[config.mk]
export PLATFORM = sky130hd
export DESIGN_NAME = fetch_queue
export DESIGN_NICKNAME = d
export VERILOG_FILES = /design/src/rtl/fetch_queue.sv
export SDC_FILE = /design/constraint.sdc
export NUM_CORES = 1
export LEC_CHECK = 0
export ABC_AREA = 0
export CAP_MARGIN = 40
export CORE_MARGIN = 2
export CORE_UTILIZATION = 44
export CTS_BUF_LIST = sky130_fd_sc_hd__clkbuf_16
export CTS_CLUSTER_DIAMETER = 50
export DETAILED_ROUTE_END_ITERATION = 6
export PLACE_DENSITY = 0.66
export SLEW_MARGIN = 30
export SYNTH_ARGS = -nofsm -noshare
export SYNTH_HDL_FRONTEND = slang
export SYNTH_SLANG_ARGS = --single-unit
[constraint.sdc]
create_clock -name clk -period 7.3 [get_ports clk]
set_input_delay 0.73 -clock clk [delete_from_list [all_inputs] [get_ports clk]]
set_output_delay 0.73 -clock clk [all_outputs]
set_load 0.05 [all_outputs]
[src/rtl/fetch_queue.sv]
// fetch_queue: instruction-fetch front end owning the PC, one outstanding ifetch
// request at a time, and a DEPTH-entry {pc, instr} queue with branch-redirect flush.
`default_nettype none

module fetch_queue #(
  parameter int               WIDTH    = 16,
  parameter int               DEPTH    = 4,
  parameter logic [WIDTH-1:0] RESET_PC = '0
) (
  input  logic                     clk,
  input  logic                     rst_n,
  output logic                     ifetch_read,
  output logic [WIDTH-1:0]         ifetch_address,
  input  logic [WIDTH-1:0]         ifetch_rdata,
  input  logic                     ifetch_resp,
  input  logic                     redirect,
  input  logic [WIDTH-1:0]         redirect_pc,
  input  logic                     deq,
  output logic                     out_valid,
  output logic [WIDTH-1:0]         out_instr,
  output logic [WIDTH-1:0]         out_pc,
  output logic [$clog2(DEPTH):0]   count
);

  localparam int AW = $clog2(DEPTH);
  localparam int CW = AW + 1;

  typedef enum logic [1:0] {IDLE = 2'd0, REQ = 2'd1, DISCARD = 2'd2} state_t;

  state_t           state;
  logic [WIDTH-1:0] fetch_pc;
  logic [WIDTH-1:0] disc_addr;
  logic [WIDTH-1:0] instr_mem [DEPTH];
  logic [WIDTH-1:0] pc_mem    [DEPTH];
  logic [AW-1:0]    rd_ptr;
  logic [AW-1:0]    wr_ptr;
  logic [CW-1:0]    count_q;

  logic             push;
  logic             pop;
  logic [CW-1:0]    count_next;
  logic             room;

  // Redirect overrides both enqueue and dequeue in the same cycle.
  assign push       = rst_n && (state == REQ) && ifetch_resp && !redirect;
  assign pop        = deq && (count_q != '0) && !redirect;
  assign count_next = redirect ? '0 : (count_q + CW'(push) - CW'(pop));
  assign room       = count_next < CW'(DEPTH);

  always_ff @(posedge clk) begin
    if (!rst_n) begin
      state     <= IDLE;
      fetch_pc  <= RESET_PC;
      disc_addr <= RESET_PC;
      count_q   <= '0;
      rd_ptr    <= '0;
      wr_ptr    <= '0;
    end else if (redirect) begin
      fetch_pc <= redirect_pc;
      count_q  <= '0;
      rd_ptr   <= '0;
      wr_ptr   <= '0;
      case (state)
        IDLE:    state <= IDLE;
        REQ: begin
          if (ifetch_resp) begin
            state <= REQ;
          end else begin
            disc_addr <= fetch_pc;
            state     <= DISCARD;
          end
        end
        DISCARD: state <= ifetch_resp ? REQ : DISCARD;
        default: state <= IDLE;
      endcase
    end else begin
      count_q <= count_next;
      if (pop) rd_ptr <= rd_ptr + AW'(1);
      case (state)
        IDLE: begin
          if (room) state <= REQ;
        end
        REQ: begin
          if (ifetch_resp) begin
            wr_ptr   <= wr_ptr + AW'(1);
            fetch_pc <= fetch_pc + WIDTH'(2);
            state    <= room ? REQ : IDLE;
          end
        end
        DISCARD: begin
          if (ifetch_resp) state <= REQ;
        end
        default: state <= IDLE;
      endcase
    end
  end

  // Queue storage carries no reset; pointers and count define what is valid.
  always_ff @(posedge clk) begin
    if (push) begin
      instr_mem[wr_ptr] <= ifetch_rdata;
      pc_mem[wr_ptr]    <= fetch_pc;
    end
  end

  assign ifetch_read    = (state != IDLE);
  assign ifetch_address = (state == DISCARD) ? disc_addr : fetch_pc;
  assign out_valid      = (count_q != '0);
  assign out_instr      = out_valid ? instr_mem[rd_ptr] : '0;
  assign out_pc         = out_valid ? pc_mem[rd_ptr] : '0;
  assign count          = count_q;

endmodule

`default_nettype wire
# Word level (Yosys, flattened, before mapping)
# Memories as Yosys holds them, arrays and structs flattened. A register that Yosys moved wholly into a read port is not among the register bits.
# Index checks and enable logic that the tools add are counted.
# totals
register_bits	41
mem_bits_rw	128
inputBits	37
out_inout_bits	53
elab_cells	59
memories	2
# op_classes
addsub	5
order_cmp	1
n_eq_ne	5
muxes	21
n_bitwise	2
reduce_logical	17
# mem_list
memory	depth	word_bits	read_ports	rd_ports_with_merged_regs	write_ports	line	rtl
instr_mem	4	16	1	1	1	33	logic [WIDTH-1:0] instr_mem [DEPTH];
pc_mem	4	16	1	1	1	34	logic [WIDTH-1:0] pc_mem [DEPTH];
# op_table
cell	n
$mux W16	6
$mux W2	10
$add A16 B2 Y16 const B	1
$ne A3 B3 Y1 const B	3
$pmux W2 S3	1
$reduce_and A3 Y1	2
$reduce_bool A2 Y1	3
$logic_and A1 B1 Y1	5
$add A2 B1 Y2 const B	2
$reduce_and A2 Y1	2
$reduce_or A2 Y1	2
$add A3 B1 Y3	1
$lt A3 B3 Y1 const B	1
$mux W1	3
$mux W3	1
$reduce_bool A3 Y1	1
$sub A3 B1 Y3	1
$eq A2 B1 Y1 const B	1
$eq A2 B2 Y1 const B	1
$logic_not A2 Y1	1
$not A1 Y1	2
$logic_not A1 Y1	1

# Depth between registers and ports, before layout
# logic_depth
ltp_word	12
depth_mapped	13
mapped_depth_nobuf	12

# Least setup slack after synthesis
# Ideal clock, no wire load.
# synth_path
path_kind	input -> register
start	input port rst_n
end	register state[0]
t_arrival_ns	2.933
setup_slack_ns	4.293
stages	11
cell_sequence	clkbuf_1 nor2b_1 nand2_1 ha_1 inv_1 ha_1 fa_1 xor3_1 o22a_1 or2_2 a31oi_1
# synth_between
elab_chain_len	11
word_cells_on_any_way	13
# synth_lines
item	line	rtl
start: declaration	11	input logic rst_n,
$logic_and A1 B1 Y1 (3 in series)	45	assign push = rst_n && (state == REQ) && ifetch_resp && !redirect;
$add A3 B1 Y3	47	assign count_next = redirect ? '0 : (count_q + CW'(push) - CW'(pop));
$sub A3 B1 Y3	47	
$mux W3	47	
$lt A3 B3 Y1	48	assign room = count_next < CW'(DEPTH);
$mux W1	87	state <= room ? REQ : IDLE;
$mux W2	84	if (ifetch_resp) begin
$pmux W2 S3	79	case (state)
$mux W2	58	end else if (redirect) begin
end signal: assignment	73	DISCARD: state <= ifetch_resp ? REQ : DISCARD;
end signal: assignment	87	
end: declaration	30	state_t state;
# Parallel ways exist; a longest one is shown, timed or not. The select of a mux whose other input is x is not followed.
# A chain may end at the register's enable or synchronous reset.

==> metrics.md <==
| Metric | Value |
|---|---|
| CP arrival | `2.75 ns` |
| Final Hold Viols | `0` |
| Crit Path Max Fanout | `32` |
| Max-cap violations | `0` |
| Detailed Routing Iterations Pass 1 | `6` |
| WHS Path Cells | `2` |
| Post-DP HPWL | `8.337 mm` |
| Slew at the pin with the worst max-slew slack | `0.8169 ns` |
| Share of the synthesized area in the top cell type | `0.5415` |
| First-pass GRT wire length | `21.62 mm` |
| Worst vdd ir | `165.3 µV` |
| ANT nets after route | `0` |
| Area leader, netlist | `edfxtp_1` |
| Share of layout cells above drive strength 1 | `0.1511` |
| Syn Nets | `520` |
| CTS Buf Count | `17` |
| Area of the die | `0.01716 mm²` |
| Final setup violation count | `0` |
| Leading post-synthesis cells by cell area | `edfxtp_1 (54%), dfxtp_1 (12%), mux4_2 (10%), nor2b_1 (3.1%), mux2_2 (2.4%)` |
| Residual DRC | `0` |
| WL per Instance | `17.52 µm` |
| Setup_tns | `0 ns` |
| Worst R2R End | `state[0]$_SDFFE_PN0P_` |
| Most common library cells after synthesis | `edfxtp_1 (128), dfxtp_1 (43), nand2_1 (42)` |
| Vias in the first global route | `4127` |
| CTS tree | `built` |
| Vias per cell | `5.173` |
| Layout Skew | `0.006792 ns` |
| Lkg Pwr | `2.828 nW` |
| R2R depth | `12` |
| Setup Buffers After CTS | `0` |
| GRT overflow | `0` |
| Worst-Skew Late Latency | `0.42 ns` |
| Synthesized flop and latch total | `171` |
| Achievable clock frequency | `287.6 MHz` |
| Distinct cells, synth | `38` |
| Post-cts hold buffer count | `0` |
| Outcome | `finished clean` |
| R2r startpoint | `state[1]$_SDFFE_PN0P_` |
| Startpoint Class | `flop` |
| Vias | `4061` |
| HP Class | `reg2reg` |
| Placed cells | `753` |
| Mapped Cells | `471` |
| Num rows | `46` |
| Area of the mapped netlist | `0.007098 mm²` |
| Critical Path Sink Type | `output pin` |
| Min-Delay Endpoint | `disc_addr[14]$_SDFFE_PN0P_` |
| Cell Chain, Critical Path | `buf_4, mux4_2, nor2b_1, clkdlybuf4s50_1` |
| Pwr dens | `236.2 mW/mm²` |
| CTS max path bufs | `2` |
| Core area | `0.01583 mm²` |
| Highest cell delay on the worst timing path | `0.72 ns` |
| GP Congestion | `0.7252` |
| Final Non-Filler Cells | `785` |
| Primary FF master, synth | `edfxtp_1` |
| H-tree depth | `4` |
| Async set-or-reset flop fraction in the synthesized netlist | `0` |
| Post-synth EDFFs | `128` |
| First DRT Iteration DRCs | `319` |
| Routed WL | `13.75 mm` |
| Critical path class | `reg2out` |
| Starting density of the core | `0.4485` |
| Most numerous cell in the Yosys netlist | `edfxtp_1` |
| Port-buffer cells | `89` |
| Total Routing Usage GR | `0.1704` |
| Slew Viols, Final | `0` |
| Final min period | `3.477 ns` |
| Largest net degree at the start of global routing | `38` |
| Area growth from synthesis to layout | `23.43%` |
| Register area share after synthesis | `0.6628` |
| Period utilization | `0.4764` |
| RSZ-0062 raised after global routing | `no` |
| Die width | `131.0 µm` |
| Ports | `90` |
| Clk sinks | `171` |
| Synth warn | `0` |
| R2R Setup Slk | `4.34 ns` |
| Die H | `131.0 µm` |
| WP data required | `6.57 ns` |
| Resized Gates After CTS | `0` |
| Post-layout net count | `605` |
| CP max stage cell | `clkdlybuf4s50_1` |
| Clock slew at reported path FFs | `0.06 ns` |
| Antenna diode count | `0` |
| Mapped Avg Cell Area | `15.07 µm²` |
| Relative slew slack | `0.4554` |
| Initial antenna violation count | `0` |
| CTS root buf | `clkbuf_16` |
| Hold Path Origin | `disc_addr[14]$_SDFFE_PN0P_` |
-- registers in the layout, indices dropped and copies added, names as in the netlist, named ones only --
signal and flops:
state 2, rd_ptr 2, pc_mem 64, fetch_pc 16, instr_mem 64, wr_ptr 2
disc_addr 16, count 3
-- worst max path at each step --
stage / from / slack [ns] / endpoint / cells after the start
after floorplan: rst_n / 4.29 / state[0]$_SDFFE_PN0P_ / 11
after global placement: rst_n / 3.64 / state[0]$_SDFFE_PN0P_ / 12
after detailed placement: redirect / 3.48 / state[1]$_SDFFE_PN0P_ / 11
after CTS: flop / 3.75 / out_pc[4] / 4
after global routing: flop / 3.65 / out_pc[4] / 4
final: flop / 3.82 / out_pc[3] / 4
-- cell families (layout without fill, tap and decap cells) --
logic type               count (synthesis)  count (layout)  synth area share
buffers and inverters                   43             141           0.02468
flip-flops                             171             171            0.6628
multiplexers                            50              50            0.1296
XOR/XNOR                                17              17           0.02309
AND/OR/NAND/NOR                        128             128           0.09501
adder cells (fa/ha/maj)                 12              12           0.02221
AO/OA/AOI/OAI                           50              50           0.04266
-- through the flow --
stage | total power [mW] | hold WS [ns] | worst slack, ns | area (µm²) | util
global placement | 1.229 | 0.4461 | 3.638 | 8195 | 0.5178
finish | 2.069 | 0.4610 | 3.823 | 8761 | 0.5535
detailed placement | 1.233 | 0.4573 | 3.477 | 8195 | 0.5178
floorplan | 1.175 | 0.4400 | 4.293 | 7098 | -
CTS | 2.087 | 0.4662 | 3.752 | 8761 | 0.5535
global route | 2.136 | 0.4884 | 3.649 | 8761 | 0.5535
-- worst max-delay path: cells and delay by family, from the launching register on --
family	cells	cell delay, ns
buffers and inverters	2	1.25
multiplexers	1	0.59
flip-flops	1	0.31
AND/OR/NAND/NOR	1	0.16
-- final cells by class --
| class | count | area (µm²) |
|---|---|---|
| well taps | 216 | 270.3 |
| inverters | 12 | 45.04 |
| repair buffers | 97 | 950.9 |
| clock buffers | 18 | 450.4 |
| fillers | 1242 | 7067 |
| flip-flops and latches | 171 | 4706 |
| clock inverters | 14 | 115.1 |
| multi-input cells | 257 | 2223 |
-- where the power goes --
group	internal (mW)	total, mW	switching (mW)
combinational	0.0574	0.133	0.0756
clock	0.513	0.857	0.344
sequential	1.06	1.08	0.0218
total	1.63	2.07	0.441
-- cell usage in the layout (no fill, tap or decap), types with 2 or more instances in the layout --
cell type and n:
a21boi_0 16, a21oi_1 11, a31oi_1 3, and2_1 5
and2_2 2, and3_1 5, buf_4 8, bufinv_16 2
clkbuf_16 18, clkdlybuf4s50_1 89, clkinv_1 2, clkinv_2 3
dfxtp_1 42, edfxtp_1 128, ha_1 11, inv_1 17
mux2_2 15, mux2i_1 3, mux4_2 32, nand2_1 42
nand3_1 6, nand4_1 11, nor2_1 9, nor2b_1 35
nor3_1 3, nor4_1 4, o21ai_0 16, o31ai_1 2
xnor2_1 10, xor2_1 6
-- routing by layer --
| layer | vias up | wire length (µm) | track usage |
|---|---|---|---|
| li1 | 1920 | - | - |
| met1 | 2026 | 5938 | 0.2177 |
| met2 | 96 | 7032 | 0.2877 |
| met3 | 19 | 559 | 0.04194 |
| met4 | 0 | 221 | 0.05507 |
| met5 | - | 0 | 0 |
Note: power is estimated with default switching activity, not from simulation.
